## src/rtl/cdb_arbiter.sv

```systemverilog
// ---------------------------------------------------------------------------
// cdb_arbiter
//
// Shares the single ROB result write-back bus (tag + value) among NUM_SRC
// functional-unit producers (ALU, load/store unit, branch unit, ...).
// Each producer owns a one-entry holding register fed through a valid/ready
// handshake. The holding registers are arbitrated round-robin, and at most
// one result per cycle goes out on the registered cdb_tag/cdb_value pair.
// Tag 0 means "no result" everywhere in the core.
//
// Optional feature (compile-time macro CDB_BYPASS_EN):
//   When defined, if every holding register is empty and no flush is
//   pending, the incoming beats join arbitration directly. The winner reaches
//   the bus on its acceptance edge and the losers are parked in their hold
//   registers. When undefined, every result passes through a hold register.
//
// Ports:
//   clk        core clock, all state updates on the rising edge
//   rst        asynchronous active-low reset (0 = reset asserted)
//   flush      synchronous pipeline flush, highest priority
//   src_valid  per-producer valid
//   src_tag    per-producer ROB tag, slice [i*TAG_W +: TAG_W]
//   src_data   per-producer result, slice [i*DATA_W +: DATA_W]
//   src_ready  per-producer ready (registered state and flush only)
//   cdb_tag    ROB entry written this cycle, 0 = none
//   cdb_value  result value for cdb_tag (holds its last value when idle)
//   cdb_src    one-hot source of the current bus beat
//   busy       at least one holding register is occupied
// ---------------------------------------------------------------------------
module cdb_arbiter #(
    parameter int NUM_SRC = 3,
    parameter int TAG_W   = 3,
    parameter int DATA_W  = 32
) (
    input  logic                        clk,
    input  logic                        rst,
    input  logic                        flush,
    input  logic [NUM_SRC-1:0]          src_valid,
    input  logic [NUM_SRC*TAG_W-1:0]    src_tag,
    input  logic [NUM_SRC*DATA_W-1:0]   src_data,
    output logic [NUM_SRC-1:0]          src_ready,
    output logic [TAG_W-1:0]            cdb_tag,
    output logic [DATA_W-1:0]           cdb_value,
    output logic [NUM_SRC-1:0]          cdb_src,
    output logic                        busy
);

    localparam int PTR_W = (NUM_SRC > 1) ? $clog2(NUM_SRC) : 1;

    // Round-robin pick: lowest requester at or above ptr, otherwise wrap to
    // the lowest requester overall. Result is one-hot or zero.
    function automatic logic [NUM_SRC-1:0] rr_pick(
        input logic [NUM_SRC-1:0] req,
        input logic [PTR_W-1:0]   ptr
    );
        logic [NUM_SRC-1:0] hi_req;
        logic [NUM_SRC-1:0] gnt;
        logic               found;
        hi_req = '0;
        gnt    = '0;
        found  = 1'b0;
        for (int i = 0; i < NUM_SRC; i++) begin
            hi_req[i] = req[i] & (i >= int'(ptr));
        end
        for (int i = 0; i < NUM_SRC; i++) begin
            if (!found && hi_req[i]) begin
                gnt[i] = 1'b1;
                found  = 1'b1;
            end else begin
                gnt[i] = gnt[i];
            end
        end
        for (int i = 0; i < NUM_SRC; i++) begin
            if (!found && req[i]) begin
                gnt[i] = 1'b1;
                found  = 1'b1;
            end else begin
                gnt[i] = gnt[i];
            end
        end
        return gnt;
    endfunction

    // Pointer value one past the granted index, wrapping to 0.
    function automatic logic [PTR_W-1:0] next_ptr(
        input logic [NUM_SRC-1:0] gnt
    );
        logic [PTR_W-1:0] p;
        p = '0;
        for (int i = 0; i < NUM_SRC - 1; i++) begin
            if (gnt[i]) begin
                p = PTR_W'(i + 1);
            end else begin
                p = p;
            end
        end
        return p;
    endfunction

    // Registered state
    logic [NUM_SRC-1:0] hold_v_q,    hold_v_d;
    logic [TAG_W-1:0]   hold_tag_q  [NUM_SRC];
    logic [TAG_W-1:0]   hold_tag_d  [NUM_SRC];
    logic [DATA_W-1:0]  hold_data_q [NUM_SRC];
    logic [DATA_W-1:0]  hold_data_d [NUM_SRC];
    logic [PTR_W-1:0]   rr_ptr_q,    rr_ptr_d;
    logic [TAG_W-1:0]   cdb_tag_q,   cdb_tag_d;
    logic [DATA_W-1:0]  cdb_value_q, cdb_value_d;
    logic [NUM_SRC-1:0] cdb_src_q,   cdb_src_d;
    logic               busy_q,      busy_d;

    // Combinational helpers
    logic [TAG_W-1:0]   in_tag_s  [NUM_SRC];
    logic [DATA_W-1:0]  in_data_s [NUM_SRC];
    logic [NUM_SRC-1:0] in_nz_s;
    logic [NUM_SRC-1:0] hold_grant_s;
    logic [NUM_SRC-1:0] ready_s;
    logic [NUM_SRC-1:0] accept_s;
    logic [NUM_SRC-1:0] grant_s;
    logic [NUM_SRC-1:0] byp_win_s;
    logic [TAG_W-1:0]   win_tag_s;
    logic [DATA_W-1:0]  win_data_s;

    // Unpack the flat producer buses and flag non-idle tags.
    always_comb begin
        for (int i = 0; i < NUM_SRC; i++) begin
            in_tag_s[i]  = src_tag[i*TAG_W +: TAG_W];
            in_data_s[i] = src_data[i*DATA_W +: DATA_W];
            in_nz_s[i]   = (in_tag_s[i] != '0);
        end
    end

    // Handshake: ready depends only on registered hold state, rst and flush,
    // so a producer can reload a register in the same cycle it is granted.
    always_comb begin
        hold_grant_s = rr_pick(hold_v_q, rr_ptr_q);
        ready_s      = {NUM_SRC{rst & ~flush}} & (~hold_v_q | hold_grant_s);
        accept_s     = src_valid & ready_s & in_nz_s;
    end

`ifdef CDB_BYPASS_EN
    logic bypass_act_s;

    // Bypass arbitration: with every hold empty the live beats compete
    // directly; otherwise only the hold registers compete.
    always_comb begin
        bypass_act_s = (hold_v_q == '0) & ~flush;
        win_tag_s    = '0;
        win_data_s   = '0;
        if (bypass_act_s) begin
            grant_s   = rr_pick(accept_s, rr_ptr_q);
            byp_win_s = grant_s;
            for (int i = 0; i < NUM_SRC; i++) begin
                if (grant_s[i]) begin
                    win_tag_s  = in_tag_s[i];
                    win_data_s = in_data_s[i];
                end else begin
                    win_tag_s  = win_tag_s;
                    win_data_s = win_data_s;
                end
            end
        end else begin
            grant_s   = hold_grant_s;
            byp_win_s = '0;
            for (int i = 0; i < NUM_SRC; i++) begin
                if (grant_s[i]) begin
                    win_tag_s  = hold_tag_q[i];
                    win_data_s = hold_data_q[i];
                end else begin
                    win_tag_s  = win_tag_s;
                    win_data_s = win_data_s;
                end
            end
        end
    end
`else
    // Plain arbitration: only hold registers compete for the bus.
    always_comb begin
        grant_s    = hold_grant_s;
        byp_win_s  = '0;
        win_tag_s  = '0;
        win_data_s = '0;
        for (int i = 0; i < NUM_SRC; i++) begin
            if (grant_s[i]) begin
                win_tag_s  = hold_tag_q[i];
                win_data_s = hold_data_q[i];
            end else begin
                win_tag_s  = win_tag_s;
                win_data_s = win_data_s;
            end
        end
    end
`endif

    // Hold register next state. A reload on the grant edge takes priority
    // over the clear, so a lone producer streams one beat per cycle.
    always_comb begin
        for (int i = 0; i < NUM_SRC; i++) begin
            hold_v_d[i]    = hold_v_q[i];
            hold_tag_d[i]  = hold_tag_q[i];
            hold_data_d[i] = hold_data_q[i];
            if (flush) begin
                hold_v_d[i] = 1'b0;
            end else if (accept_s[i] && !byp_win_s[i]) begin
                hold_v_d[i]    = 1'b1;
                hold_tag_d[i]  = in_tag_s[i];
                hold_data_d[i] = in_data_s[i];
            end else if (grant_s[i]) begin
                hold_v_d[i] = 1'b0;
            end else begin
                hold_v_d[i] = hold_v_q[i];
            end
        end
        busy_d = |hold_v_d;
    end

    // Bus and pointer next state. Flush suppresses the beat but leaves the
    // pointer alone; an idle cycle keeps the last value to avoid toggling.
    always_comb begin
        cdb_tag_d   = cdb_tag_q;
        cdb_value_d = cdb_value_q;
        cdb_src_d   = cdb_src_q;
        rr_ptr_d    = rr_ptr_q;
        if (flush) begin
            cdb_tag_d = '0;
            cdb_src_d = '0;
        end else if (grant_s != '0) begin
            cdb_tag_d   = win_tag_s;
            cdb_value_d = win_data_s;
            cdb_src_d   = grant_s;
            rr_ptr_d    = next_ptr(grant_s);
        end else begin
            cdb_tag_d = '0;
            cdb_src_d = '0;
        end
    end

    // State registers with asynchronous active-low reset.
    always_ff @(posedge clk or negedge rst) begin
        if (!rst) begin
            hold_v_q    <= '0;
            rr_ptr_q    <= '0;
            cdb_tag_q   <= '0;
            cdb_value_q <= '0;
            cdb_src_q   <= '0;
            busy_q      <= 1'b0;
            for (int i = 0; i < NUM_SRC; i++) begin
                hold_tag_q[i]  <= '0;
                hold_data_q[i] <= '0;
            end
        end else begin
            hold_v_q    <= hold_v_d;
            rr_ptr_q    <= rr_ptr_d;
            cdb_tag_q   <= cdb_tag_d;
            cdb_value_q <= cdb_value_d;
            cdb_src_q   <= cdb_src_d;
            busy_q      <= busy_d;
            for (int i = 0; i < NUM_SRC; i++) begin
                hold_tag_q[i]  <= hold_tag_d[i];
                hold_data_q[i] <= hold_data_d[i];
            end
        end
    end

    assign src_ready = ready_s;
    assign cdb_tag   = cdb_tag_q;
    assign cdb_value = cdb_value_q;
    assign cdb_src   = cdb_src_q;
    assign busy      = busy_q;

endmodule

```

## config.mk

```make
export PLATFORM = sky130hd
export DESIGN_NAME = cdb_arbiter
export DESIGN_NICKNAME = d
export VERILOG_FILES = /design/src/rtl/cdb_arbiter.sv
export SDC_FILE = /design/constraint.sdc
export NUM_CORES = 1
export LEC_CHECK = 0
export ABC_AREA = 1
export CAP_MARGIN = 10
export CORE_UTILIZATION = 40
export CTS_BUF_LIST = sky130_fd_sc_hd__clkbuf_2 sky130_fd_sc_hd__clkbuf_4 sky130_fd_sc_hd__clkbuf_8
export DETAILED_ROUTE_END_ITERATION = 10
export GPL_TIMING_DRIVEN = 0
export MAX_ROUTING_LAYER = met4
export PLACE_DENSITY = 0.66
export SYNTH_ARGS = -nofsm -noshare
export SYNTH_HDL_FRONTEND = slang
export SYNTH_SLANG_ARGS = --single-unit
```

## constraint.sdc

```tcl
create_clock -name clk -period 3.05 [get_ports clk]
set_input_delay 0.61 -clock clk [delete_from_list [all_inputs] [get_ports clk]]
set_output_delay 0.61 -clock clk [all_outputs]
set_load 0.01 [all_outputs]
```

== Yosys cells after proc, flatten, opt, wreduce, memory -nomap -nowiden ==
Index checks and enable logic that the tools add are counted.

* Register bits: 149
* Bits of input ports: 111
* Output and inout bits: 42

* Reduce and logical (&&, ||, !) cells: 19
* Multiplexer cells: 31
* Magnitude comparators: 3
* Bitwise operators: 10

{| class="wikitable"
|+ Operator list
! kind !! number
|-
| 2-to-1 mux 32 bit || 3
|-
| 2-to-1 mux 3 bit || 7
|-
| 2-to-1 mux 1 bit || 20
|-
| nonzero test 3 bit || 4
|-
| AND 3 bit || 3
|-
| AND reduction 2 bit || 4
|-
| logical AND 1 bit || 5
|-
| zero test 1 bit || 5
|-
| AND 1 bit || 4
|-
| greater-or-equal comparator 1 x 2 -> 1 bit, first input constant || 2
|-
| inverter 3 bit || 1
|-
| OR 3 bit || 1
|-
| OR reduction 3 bit || 1
|-
| greater-or-equal comparator 2 bit, first input constant || 1
|-
| 2-to-1 mux 2 bit || 1
|-
| inverter 1 bit || 1
|}

== Logic depth before layout (Yosys ltp) ==
* Word-level depth: 25
* Depth in mapped cells: 11
* Depth with buffers taken out: 10

== Worst setup path after synthesis ==
OpenSTA, ideal clock, no wires.

* Path type: input -> output
* Start point: input flush
* End point: output src_ready[0]
* Slack: 1399 ps
* Stages: 5
* Arrival time: 1041 ps
* Path through: inv_2 nand2_1 inv_1 nand2_1 inv_1

* Word-level cells in the longest chain between the ends: 3

{| class="wikitable"
|+ Ends and longest elaborated chain
! what !! RTL line !! text
|-
| start: declaration || 37 || <nowiki>input logic flush,</nowiki>
|-
| inverter 1 bit (no source line) || -- ||
|-
| AND 1 bit || 137 || <nowiki>ready_s = {NUM_SRC{rst & ~flush}} & (~hold_v_q | hold_grant_s);</nowiki>
|-
| AND 3 bit || 137 ||
|-
| end: declaration || 41 || <nowiki>output logic [NUM_SRC-1:0] src_ready,</nowiki>
|}

No other way between the ends.

== Final worst setup path ==
* Start point: input rst
* End point: output src_ready[1]

* Word-level cells in the longest chain between the ends: 2

{| class="wikitable"
|+ Ends and longest elaborated chain
! what !! RTL line !! text
|-
| start: declaration || 36 || <nowiki>input logic rst,</nowiki>
|-
| AND 1 bit || 137 ||
|-
| AND 3 bit || 137 ||
|}

No other way between the ends.

==> impl_summary.log <==
[metrics] Fmax achieved: 350.6 MHz
[metrics] setup repair after global routing missed its margin: false
[metrics] internal reg-to-reg setup slack: 1.30 ns
[metrics] number of buffers added by the clock tree synthesis step: 17
[metrics] source of the critical timing path: rst
[metrics] fraction of the yosys area taken by sequential cells: 0.5558
[metrics] Warnings, synthesis: 0
[metrics] clock net sink count: 149
[metrics] sum of routed wire length over all layers: 18.50 mm
[metrics] number of flip-flops and latches in the synthesized netlist: 149
[metrics] iteration-0 DRC count of the detailed router: 558
[metrics] ratio of total power to cell area: 549.7 mW/mm²
[metrics] insertion delay to the later sink of the worst-skew pair: 0.46 ns
[metrics] fraction of synthesized cell area taken by the top area cell type: 0.5558
[metrics] highest-delay cell along the critical path: sky130_fd_sc_hd__clkdlybuf4s50_1
[metrics] clock tree from TritonCTS: done
[metrics] startpoint of the most critical register-to-register path: rr_ptr_q[0]
[metrics] filler-free cell count of the finished design: 1218
[metrics] biggest fanout along the worst timing path: 68
[metrics] # DRC: 0
[metrics] commonest non-fill, non-tap cells in the layout: sky130_fd_sc_hd__nand2_1, sky130_fd_sc_hd__clkdlybuf4s50_1, sky130_fd_sc_hd__dfrtp_1
[metrics] Via Count: 5883
[metrics] CP endpoint: src_ready[1]
[metrics] crit path kind: in2out
[metrics] startpoint class of the critical path: primary input
[metrics] register area: 0.003729 mm²
[metrics] Final Slew Violations: 0
[metrics] total global routing track utilization: 0.2313
[metrics] critical path arrival: 2.24 ns
[metrics] share of the clock period used by the worst path after layout: 0.9351
[metrics] overall die width: 131.5 µm
[metrics] total power: 4.941 mW
[metrics] Initial DRT Pass Iterations: 5
[metrics] total global routing overflow: 0
[metrics] number of buffers added to fix hold violations after cts: 0
[metrics] routed length per instance: 15.19 µm
[metrics] die height: 131.5 µm
[metrics] I/O pin cnt: 153
[metrics] pin slew with the least headroom to its limit: 0.5039 ns
[metrics] most common library cell in the layout ignoring fill and taps: sky130_fd_sc_hd__nand2_1
[metrics] Max Buffers Root-to-Sink: 2
[metrics] post-synth net total: 927
[metrics] placeable core region: 0.01612 mm²
[metrics] netlist area before placement: 0.006709 mm²
[metrics] static leakage: 4.679 nW
[metrics] Area Overhead vs Synth: 33.98%
[metrics] share of cells above drive strength 1: 0.09182
[metrics] maximum number of pins on one net before global-route repair: 69
[metrics] vias in the first global route: 5674
[metrics] count of port buffers added during placement: 152
[metrics] count of nets left with antenna violations after detail routing: 0
[metrics] ANT cells: 0
[metrics] run status: completed
[metrics] Synth Instances: 816
[metrics] number of vias per cell: 4.830
[metrics] H-tree level count: 4
[metrics] worst r2r path cells: 9
[metrics] overall die area: 0.01729 mm²
[metrics] Req. time, crit path: 2.44 ns
[metrics] average footprint of a synthesized cell: 8.222 µm²
[metrics] slowest stage delay, CP: 0.54 ns
[metrics] hold violation total from the final report: 0
[metrics] post-synthesis cell type with the largest combined area: sky130_fd_sc_hd__dfrtp_1
[metrics] Met1 Routed Length: 8.654 mm
[metrics] worst max-slew margin expressed relative to the limit: 0.6641
[metrics] critical-path cell list: buf_12 > buf_16 > nand2_1 > inv_1 > nand2_1 > inv_1 > clkdlybuf4s50_1
[metrics] wire length of the first global-routing pass: 29.97 mm
[metrics] number of setup buffers added after CTS: 0
[metrics] worst ir drop on vdd: 0.0003066 V
[metrics] clock slew at reported path FFs: 0.08 ns
[metrics] number of nets at the end of the flow: 1100
[metrics] Area after DPL: 0.008529 mm²
[metrics] filler cell count in the final layout: 1582
[metrics] final core utilization: 0.5578
[metrics] setup violation total in the final timing report: 0
[metrics] antenna violations before repair: 0
[metrics] kind of capture point of the worst setup path: output port
[metrics] final RePlAce weighted congestion: 0.8131
[metrics] Synth area leaders: sky130_fd_sc_hd__dfrtp_1, sky130_fd_sc_hd__nand2_1, sky130_fd_sc_hd__inv_1, sky130_fd_sc_hd__nand3_1, sky130_fd_sc_hd__o21ai_1
[metrics] row cnt: 46
[metrics] type of the most critical hold path: in2async
[metrics] highest routed layer: met4
[metrics] distinct cell type count after synthesis: 19
[metrics] total half-perimeter wirelength after legalization and detailed placement: 13.48 mm
[metrics] Met2 Routed Length: 8.732 mm
[metrics] metal3 WL: 843 µm
[metrics] max-capacitance violation count: 0
[metrics] Max Clock Skew: 0.01096 ns
[metrics] setup tns final: 0 ns
[metrics] Root Buffer: sky130_fd_sc_hd__clkbuf_8
[metrics] shortest period the worst path allows: 2.852 ns
[metrics] count of placed standard cells including taps: 1185
[metrics] effective utilization at floorplan: 0.4163
[metrics] final cell area excluding filler cells: 0.008989 mm²
[metrics] combined area of the multi-input logic cells: 0.002256 mm²
[metrics] worst reg2reg endpoint: cdb_value[12]
[worst max-delay path: cells and delay by family]
kind | cells | cell delay [ns]
buffers and inverters | 5 | 1.37
and+or+nand+nor | 2 | 0.25
[layout make-up]
class | instances | area share
clock inverters | 10 | 0.01420
flip-flops and latches | 149 | 0.4148
repair buffers | 154 | 0.1771
plain buffers | 47 | 0.02923
well taps | 216 | 0.03007
clock buffers | 22 | 0.03229
inverters | 123 | 0.05136
multi-input cells | 497 | 0.2510
[power breakdown]
group	switching, mW	internal, mW	total, mW
registers	0.196	2.31	2.51
logic	0.400	0.425	0.825
clock network	0.724	0.883	1.61
[synthesized netlist by cell type (all sizes together)]
cell	number
a21oi	1
buf	41
clkbuf	6
dfrtp	149
inv	123
nand2	265
nand3	86
nand3b	2
nand4	35
o21ai	108
[routing by layer]
metal  vias to the layer above  track usage
met4                         0      0.08010
met2                       190       0.3560
met1                      2746       0.3100
met3                        21      0.03704
met5                         -            -
li1                       2926            -
[how the worst min path moves through the flow]
stage | start | end | slack (ns) | depth (start not counted)
floorplan | rst | busy | 0.31 | 0
global placement | hold_data_q[47] | hold_data_q[47] | 0.47 | 2
detailed placement | hold_data_q[42] | hold_data_q[42] | 0.47 | 2
CTS | rst | hold_data_q[91] | 0.1 | 1
global route | rst | hold_data_q[89] | 0.05 | 1
finish | rst | hold_data_q[91] | 0.04 | 1
[through the flow]
stage	hold WS (ns)	worst slack, ns
after floorplan	0.3144	1.399
after global placement	0.4658	-5.636
after detailed placement	0.4738	-0.2452
after CTS	0.09951	0.01854
after global routing	0.04935	0.02938
final	0.03536	0.1980
[cell families (layout without fill, tap and decap cells)]
logic type | after synthesis | in the layout | share of synthesized area
AOI/OAI and AO/OA | 109 | 109 | 0.08131
DFF | 149 | 149 | 0.5558
buffers and inverters | 170 | 356 | 0.1080
and+or+nand+nor | 388 | 388 | 0.2549
[flip-flops by register name, summed over array words and instances (netlist names)]
| signal | cells |
|---|---|
| hold_data_q | 96 |
| cdb_value | 32 |
| hold_tag_q | 9 |
| cdb_src | 3 |
| cdb_tag | 3 |
| hold_v_q | 3 |
| rr_ptr_q | 2 |
| busy | 1 |
[timing repair]
action | 4_1_cts | 5_1_grt
cloned | 1 | 0
setup endpoints to repair | 3 | 2
resized for setup | 1 | 1
(Power assumes the default switching activity.)
